<file path="src/rtl/atari7800_pkg.sv">
// Shared types and constants for the Atari 7800 system-bus logic.
package atari7800_pkg;

    // Width of the system address bus.
    localparam int BUS_AW = 16;

    // Byte written to every RAM location during a clear sweep.
    localparam logic [7:0] CLR_DATA_DEFAULT = 8'hFF;

    // Current bus owner; the encoding is visible on the owner output.
    typedef enum logic [1:0] {
        OWN_CPU       = 2'd0,
        OWN_HALT_PEND = 2'd1,
        OWN_DMA       = 2'd2,
        OWN_CLEAR     = 2'd3
    } bus_owner_t;

endpackage

</file>
<file path="src/rtl/ram_clear_seq.sv">
// RAM clear sweep: detects a rising edge of loading and steps an address
// counter through every location once, one location per clk_sys.
module ram_clear_seq
    import atari7800_pkg::*;
#(
    parameter int CLR_AW = 11
) (
    input  logic              clk_sys,
    input  logic              reset,
    input  logic              loading,
    output logic              clr_start,
    output logic              clr_busy,
    output logic [BUS_AW-1:0] clr_ab
);

    localparam logic [CLR_AW-1:0] CNT_ONE = {{(CLR_AW-1){1'b0}}, 1'b1};

    logic              loading_q;
    logic              busy_q, busy_d;
    logic [CLR_AW-1:0] cnt_q, cnt_d;

    // An edge arriving mid-sweep is ignored so the counter never restarts.
    assign clr_start = loading & ~loading_q & ~busy_q;
    assign clr_busy  = busy_q;

    // Next sweep state: start at 0, stop after the all-ones address.
    always_comb begin
        busy_d = busy_q;
        cnt_d  = cnt_q;
        if (clr_start) begin
            busy_d = 1'b1;
            cnt_d  = '0;
        end else if (busy_q) begin
            if (&cnt_q) begin
                busy_d = 1'b0;
                cnt_d  = '0;
            end else begin
                cnt_d = cnt_q + CNT_ONE;
            end
        end
    end

    // Sweep registers; on reset the edge detector takes the current loading
    // level so a level held through reset does not look like a new edge.
    always_ff @(posedge clk_sys) begin
        if (reset) begin
            loading_q <= loading;
            busy_q    <= 1'b0;
            cnt_q     <= '0;
        end else begin
            loading_q <= loading;
            busy_q    <= busy_d;
            cnt_q     <= cnt_d;
        end
    end

    // Zero-extend the sweep counter onto the full bus width.
    always_comb begin
        clr_ab             = '0;
        clr_ab[CLR_AW-1:0] = cnt_q;
    end

endmodule

</file>
<file path="src/rtl/bus_arbiter.sv">
// System bus arbiter: shares the bus between the CPU, MARIA DMA and the
// RAM clear sweep triggered by cartridge loading.
module bus_arbiter
    import atari7800_pkg::*;
#(
    parameter int         CLR_AW   = 11,
    parameter logic [7:0] CLR_DATA = CLR_DATA_DEFAULT
) (
    input  logic              clk_sys,
    input  logic              reset,
    input  logic              pclk0,
    input  logic              loading,
    input  logic              halt_unlock,
    input  logic              dma_req,
    input  logic [BUS_AW-1:0] dma_addr,
    input  logic [BUS_AW-1:0] cpu_addr,
    input  logic              cpu_rwn,
    input  logic [7:0]        cpu_wdata,
    output logic [BUS_AW-1:0] AB,
    output logic              RW,
    output logic [7:0]        WDATA,
    output logic              ram_wr_all,
    output logic              dma_gnt,
    output logic              cpu_rdy,
    output logic              clr_busy,
    output logic [1:0]        owner
);

    bus_owner_t        state_q;
    logic              dma_gnt_q;
    logic              cpu_rdy_q;
    logic              clr_start;
    logic [BUS_AW-1:0] clr_ab;

    ram_clear_seq #(
        .CLR_AW (CLR_AW)
    ) u_clear (
        .clk_sys   (clk_sys),
        .reset     (reset),
        .loading   (loading),
        .clr_start (clr_start),
        .clr_busy  (clr_busy),
        .clr_ab    (clr_ab)
    );

    // Ownership FSM; a clear request wins over any bus-cycle transition.
    always_ff @(posedge clk_sys) begin
        if (reset) begin
            state_q   <= OWN_CPU;
            dma_gnt_q <= 1'b0;
            cpu_rdy_q <= 1'b1;
        end else if (clr_start) begin
            state_q   <= OWN_CLEAR;
            dma_gnt_q <= 1'b0;
            cpu_rdy_q <= 1'b0;
        end else begin
            case (state_q)
                OWN_CPU: begin
                    if (pclk0 && dma_req && halt_unlock) begin
                        state_q   <= OWN_HALT_PEND;
                        cpu_rdy_q <= 1'b0;
                    end
                end
                OWN_HALT_PEND: begin
                    // One extra bus cycle lets an in-flight CPU write finish.
                    if (pclk0) begin
                        state_q   <= OWN_DMA;
                        dma_gnt_q <= 1'b1;
                    end
                end
                OWN_DMA: begin
                    if (pclk0 && !dma_req) begin
                        state_q   <= OWN_CPU;
                        dma_gnt_q <= 1'b0;
                        cpu_rdy_q <= 1'b1;
                    end
                end
                OWN_CLEAR: begin
                    // Hand the bus back only on a bus-cycle boundary.
                    if (!clr_busy && pclk0) begin
                        if (dma_req && halt_unlock) begin
                            state_q <= OWN_HALT_PEND;
                        end else begin
                            state_q   <= OWN_CPU;
                            cpu_rdy_q <= 1'b1;
                        end
                    end
                end
                default: begin
                    state_q   <= OWN_CPU;
                    dma_gnt_q <= 1'b0;
                    cpu_rdy_q <= 1'b1;
                end
            endcase
        end
    end

    assign dma_gnt    = dma_gnt_q;
    assign cpu_rdy    = cpu_rdy_q;
    assign owner      = state_q;
    assign ram_wr_all = clr_busy;

    // Bus drive mux; after a sweep the CPU drive is presented until handover.
    always_comb begin
        AB    = cpu_addr;
        RW    = cpu_rwn;
        WDATA = cpu_wdata;
        if (clr_busy) begin
            AB    = clr_ab;
            RW    = 1'b0;
            WDATA = CLR_DATA;
        end else if (state_q == OWN_DMA) begin
            AB = dma_addr;
            RW = 1'b1;
        end
    end

endmodule

</file>
<file path="config.mk">
export PLATFORM = sky130hd
export DESIGN_NAME = bus_arbiter
export DESIGN_NICKNAME = d
export VERILOG_FILES = /design/src/rtl/atari7800_pkg.sv /design/src/rtl/ram_clear_seq.sv /design/src/rtl/bus_arbiter.sv
export SDC_FILE = /design/constraint.sdc
export NUM_CORES = 1
export LEC_CHECK = 0
export ABC_AREA = 1
export BUFFER_PORTS_ARGS = -buffer_cell sky130_fd_sc_hd__clkbuf_2
export CAP_MARGIN = 0
export CORE_MARGIN = 2
export CORE_UTILIZATION = 41
export DETAILED_ROUTE_END_ITERATION = 7
export PLACE_DENSITY = 0.77
export SETUP_SLACK_MARGIN = 0.4
export SKIP_CTS_REPAIR_TIMING = 1
export SLEW_MARGIN = 25
export SYNTH_ARGS = -nofsm -noshare
export SYNTH_HDL_FRONTEND = slang
export SYNTH_HIERARCHICAL = 1
export SYNTH_SLANG_ARGS = --single-unit
</file>
<file path="constraint.sdc">
create_clock -name clk_sys -period 1.45 [get_ports clk_sys]
set_input_delay 0.29 -clock clk_sys [delete_from_list [all_inputs] [get_ports clk_sys]]
set_output_delay 0.29 -clock clk_sys [all_outputs]
set_load 0.01 [all_outputs]
</file>
# Yosys cells after proc, flatten, opt, wreduce, memory -nomap -nowiden
# Index checks and enable logic that the tools add are counted.
[totals]
ff_bits = 17
latch_bits = 0
ram_bits = 0
romBits = 0
inputBits = 47
output_inout_bits = 31
mem_count = 0
[op_classes]
add_sub_neg = 1
multipliers = 0
div = 0
magnitude_cmp = 0
eq_ne = 10
n_shift = 0
mux = 25
n_bitwise = 4
reduce_logical = 15
[ops]
columns = ["op", "n"]
rows = [
  ["$mux 16", 2],
  ["$ne 3x3->1 const B", 5],
  ["$mux 1", 13],
  ["$add 11x1->11 const B", 1],
  ["$mux 11", 1],
  ["$reduce_and 11->1", 1],
  ["$mux 2", 5],
  ["$mux 8", 1],
  ["$pmux 2 s4", 1],
  ["$logic_and 1x1->1", 5],
  ["$reduce_and 5->1", 1],
  ["$eq 2x2->1 const B", 2],
  ["$ne 2x2->1 const B", 2],
  ["$reduce_and 4->1", 1],
  ["$reduce_bool 4->1", 1],
  ["$pmux 1 s3", 1],
  ["$reduce_and 3->1", 1],
  ["$and 1x1->1", 2],
  ["$eq 2x1->1 const B", 1],
  ["$logic_not 1->1", 2],
  ["$logic_not 2->1", 1],
  ["$not 1->1", 2],
  ["$pmux 1 s2", 1],
  ["$reduce_bool 2->1", 1],
  ["$reduce_or 2->1", 1],
]

# Logic depth before layout (Yosys ltp)
[logic_depth]
depth_word = 5
mapped_depth = 10
ltp_nobuf = 10

# By module
# Netlist, hierarchy kept.
[modules_own_cells]
columns = ["module", "n_inst", "cells_each", "area_each_um2", "seq_area_each_um2"]
rows = [
  ["bus_arbiter", 1, 143, 768.2, 80.1],
  ["ram_clear_seq", 1, 103, 720.7, 260.2],
]

# Least setup slack after synthesis
# OpenSTA, ideal clock, no wires.
[synth_timing]
path_kind = "register -> output"
startpoint = "register state_q[0] (netlist: owner[0])"
endpoint = "output port AB[10]"
t_arrival_ns = 1.330
t_required_ns = 1.160
slack_ns = -0.170
stages_incl_launch_ff = 7
n_path_buf = 1
cell_sequence = "dfxtp_1 -> inv_1 -> ha_1 -> inv_2 -> buf_2 -> nand2_1 -> a21oi_1"
[synth_via]
elab_chain_cells = 3
[synth_lines]
columns = ["element", "line_no", "text"]
rows = [
  ["from (decl)", "bus_arbiter.sv:29", "bus_owner_t state_q;"],
  ["from (signal assigned)", "bus_arbiter.sv:49", "state_q <= OWN_CPU;"],
  ["from (signal assigned)", "bus_arbiter.sv:53", "state_q <= OWN_CLEAR;"],
  ["from (signal assigned)", "bus_arbiter.sv:60", "state_q <= OWN_HALT_PEND;"],
  ["$eq 2x2->1", "bus_arbiter.sv:112", "end else if (state_q == OWN_DMA) begin"],
  ["$mux 16", "bus_arbiter.sv:112", ""],
  ["$mux 16", "bus_arbiter.sv:108", "if (clr_busy) begin"],
  ["to (decl)", "bus_arbiter.sv:19", "output logic [BUS_AW-1:0] AB,"],
]
# No other way between the ends.

# Worst setup path after layout
[layout_timing]
startpoint = "register state_q[0] (netlist: owner[0])"
endpoint = "output port AB[14]"
# Same word-level chain as after synthesis.

==> metrics <==
Data arrival, critical path=1.46 ns; DRT Pass-1 Iters=4; grt total ovfl=0; DR WL/cell=14.1 um; Via Count=2,015; synth top area cells=dfxtp_1 23%, nand2_1 14%, a21oi_1 13%, nor2_1 10%, inv_1 6.1%; filler cell count=226; share of the synthesized area in the top cell type=22.9%; outcome=complete, but fails checks; Layout Nets=404; WHS Endpoint=u_clear/loading_q; largest net degree at the start of global routing=19; die footprint=4130 um2; worst slack at placement=0.0240 ns; vias in the first global route=1,577; H-tree levels=1; Setup crit end kind=output pin; Final min period=1.75 ns; Psw=0.00122 W; FF+latch area=374 um2; PD cells=1020 nW/um2; Slew Viols, Final=0; Crit path required time=1.16 ns; hpwl dp=3370 um; most frequent cells in the layout=49 x clkbuf_2, 43 x nand2_1, 37 x nor2_1; r2r setup slk=0.06 ns; main combinational cell family by area after synthesis=simple AND/OR/NAND/NOR gates; Logic pwr share=69.1%; register clock-pin slew on the reported worst setup and hold paths=0.11 ns; Int Power=0.00155 W; hold path cells=1; mux share of post-synthesis cell area=0%; CTS tree=built; Post-Synth Simple-Gate Area=42.1%; Worst Hold Slack=0.0853 ns; Synth-to-Final Area Change=82.3%; I/O Pins=78; clock sinks=17; Setup CP Type=reg -> out; FMAX=0.572 GHz; most common cell after layout, fill and taps aside=clkbuf_2; Syn. warnings=6; RSZ-0062 raised after global routing=true; clock share of power=10.0%; DRC=0; Post-Syn Instances=246; CORE AREA=3420 um2; first-pass GRT wire length=6910 um; initial antenna violation count=0; sequential share of the synthesized area=22.9%; Bufs on Longest Clock Path=2; Final period util=121%; Setup crit start kind=register; drt via density=5.09; multi-input logic area=1290 um2; violated checks=setup timing; worst reg2reg startpoint=owner[0]; number of clock buffers inserted by TritonCTS=3; # Max-Cap Violations=0; Routed Antenna Nets=0; Worst Reg-to-Reg Cells=10; launch point of the worst hold path=loading; synthesized area=1490 um2; layout cells sized above 1=62.0%; Non-Filler Instances=396; CP peak stage delay=0.37 ns; CP Max Fanout=7; leading area contributor after synthesis=dfxtp_1; Worst Skew=0.00551 ns; GRT Util Overall=20.7%; Site Rows=21; Cells after DPL=371; Final Hold Viols=0; Leakage=1.29 nW; initial core utilization=43.6%; worst setup margin=-0.300 ns; adder-cell share of the synthesized area=5.04%; Switching Fraction=44.1%; Die X=64.3 um; clk_lat worst skew=0.31 ns; Synth Area in XOR/XNOR=1.76%; drt total wl=5570 um; compound-cell area share of the yosys netlist=14.2%; Max VDD drop=884 uV; Total Power=0.00277 W; RR Endpoint=cpu_rdy; Reg power frac=20.9%; Mean Syn Cell Area=6.05 um2; final setup violating endpoints=25; design area=2710 um2; # diodes=0; CP max stage cell=dfxtp_4; # port buffers=77; Distinct cells, synth=24; Placed Area=2120 um2; CP cell instances=inv_4, ha_4, clkbuf_16, a21oi_4, a21oi_2, buf_2; Routability Congestion=0.865; post-synthesis register bit count=17; detailed router's first-iteration violation count=140; clock root buffer=clkbuf_4; Hold/Removal Path Class=in -> reg; Vert. Die Dim=64.3 um
[how the worst max path moves through the flow]
stage	startpoint	to	depth (start not counted)
after floorplan	owner[0]	AB[10]	6
after global routing	owner[0]	AB[14]	6
after global placement	owner[0]	AB[14]	6
after detailed placement	owner[0]	AB[13]	6
final	owner[0]	AB[14]	6
after CTS	owner[0]	AB[13]	6
[flip-flops by register name, indices dropped and copies added, names as in the netlist]
register / flops
cpu_rdy: 1
dma_gnt: 1
owner: 2
u_clear/clr_busy: 1
u_clear/cnt_q: 11
u_clear/loading_q: 1
[area by class of cell]
class / instances / share of cell area, %
well taps: 46 / 2.12
multi-input cells: 192 / 47.7
clock inverters: 1 / 0.184
flip-flops and latches: 17 / 13.8
repair buffers: 110 / 30.3
inverters: 27 / 5.03
clock buffers: 3 / 0.830
[per-stage QoR]
step	util, %	TNS [ns]
floorplan	-	0
finish	79.5	-5.38
global route	79.5	-6.65
detailed placement	61.9	0
CTS	62.7	-5.78
global placement	61.9	0
[cell families (layout without fill, tap and decap cells)]
family          after synthesis  count (layout)
simple gates                138             138
buf+inv                      41             141
compound gates               40              40
flops                        17              17
fa+ha+maj                     6               6
xor+xnor                      3               3
other cells                   1               5
[synthesized netlist by cell type]
cell type  instances
nand2_1           55
nor2_1            40
a21oi_1           39
inv_1             24
dfxtp_1           17
nand3_1           17
buf_4              8
or2_2              8
ha_1               6
buf_2              5
nand2_2            5
nand4_1            4
nor2_2             4
inv_2              2
nand3_2            2
xnor2_1            2
buf_6              1
conb_1             1
inv_8              1
nor2_4             1
nor3_4             1
nor4_1             1
o21ai_4            1
xor2_1             1
[power groups by stage]
stage	Clock (W)	Combinational (W)	Sequential, W
floorplan	0	0.000965	0.000609
global placement	0	0.00136	0.000584
detailed placement	0	0.00138	0.000586
CTS	0.000276	0.00139	0.000576
global route	0.000303	0.00208	0.000583
finish	0.000278	0.00191	0.000577
[critical path, delay by kind of cell, from the launching register on]
| kind | cells | cell delay (ns) |
|---|---|---|
| buf+inv | 3 | 0.38 |
| flops | 1 | 0.37 |
| fa+ha+maj | 1 | 0.24 |
| compound gates | 2 | 0.17 |
[routing by layer]
| layer | vias up | global-route usage [%] | wire (um) |
|---|---|---|---|
| li1 | 987 | - | - |
| met1 | 932 | 25.0 | 2180 |
| met2 | 82 | 37.5 | 2960 |
| met3 | 14 | 2.64 | 296 |
| met4 | 0 | 7.18 | 138 |
| met5 | - | 0 | 0 |
Note: power is estimated with default switching activity, not from simulation.
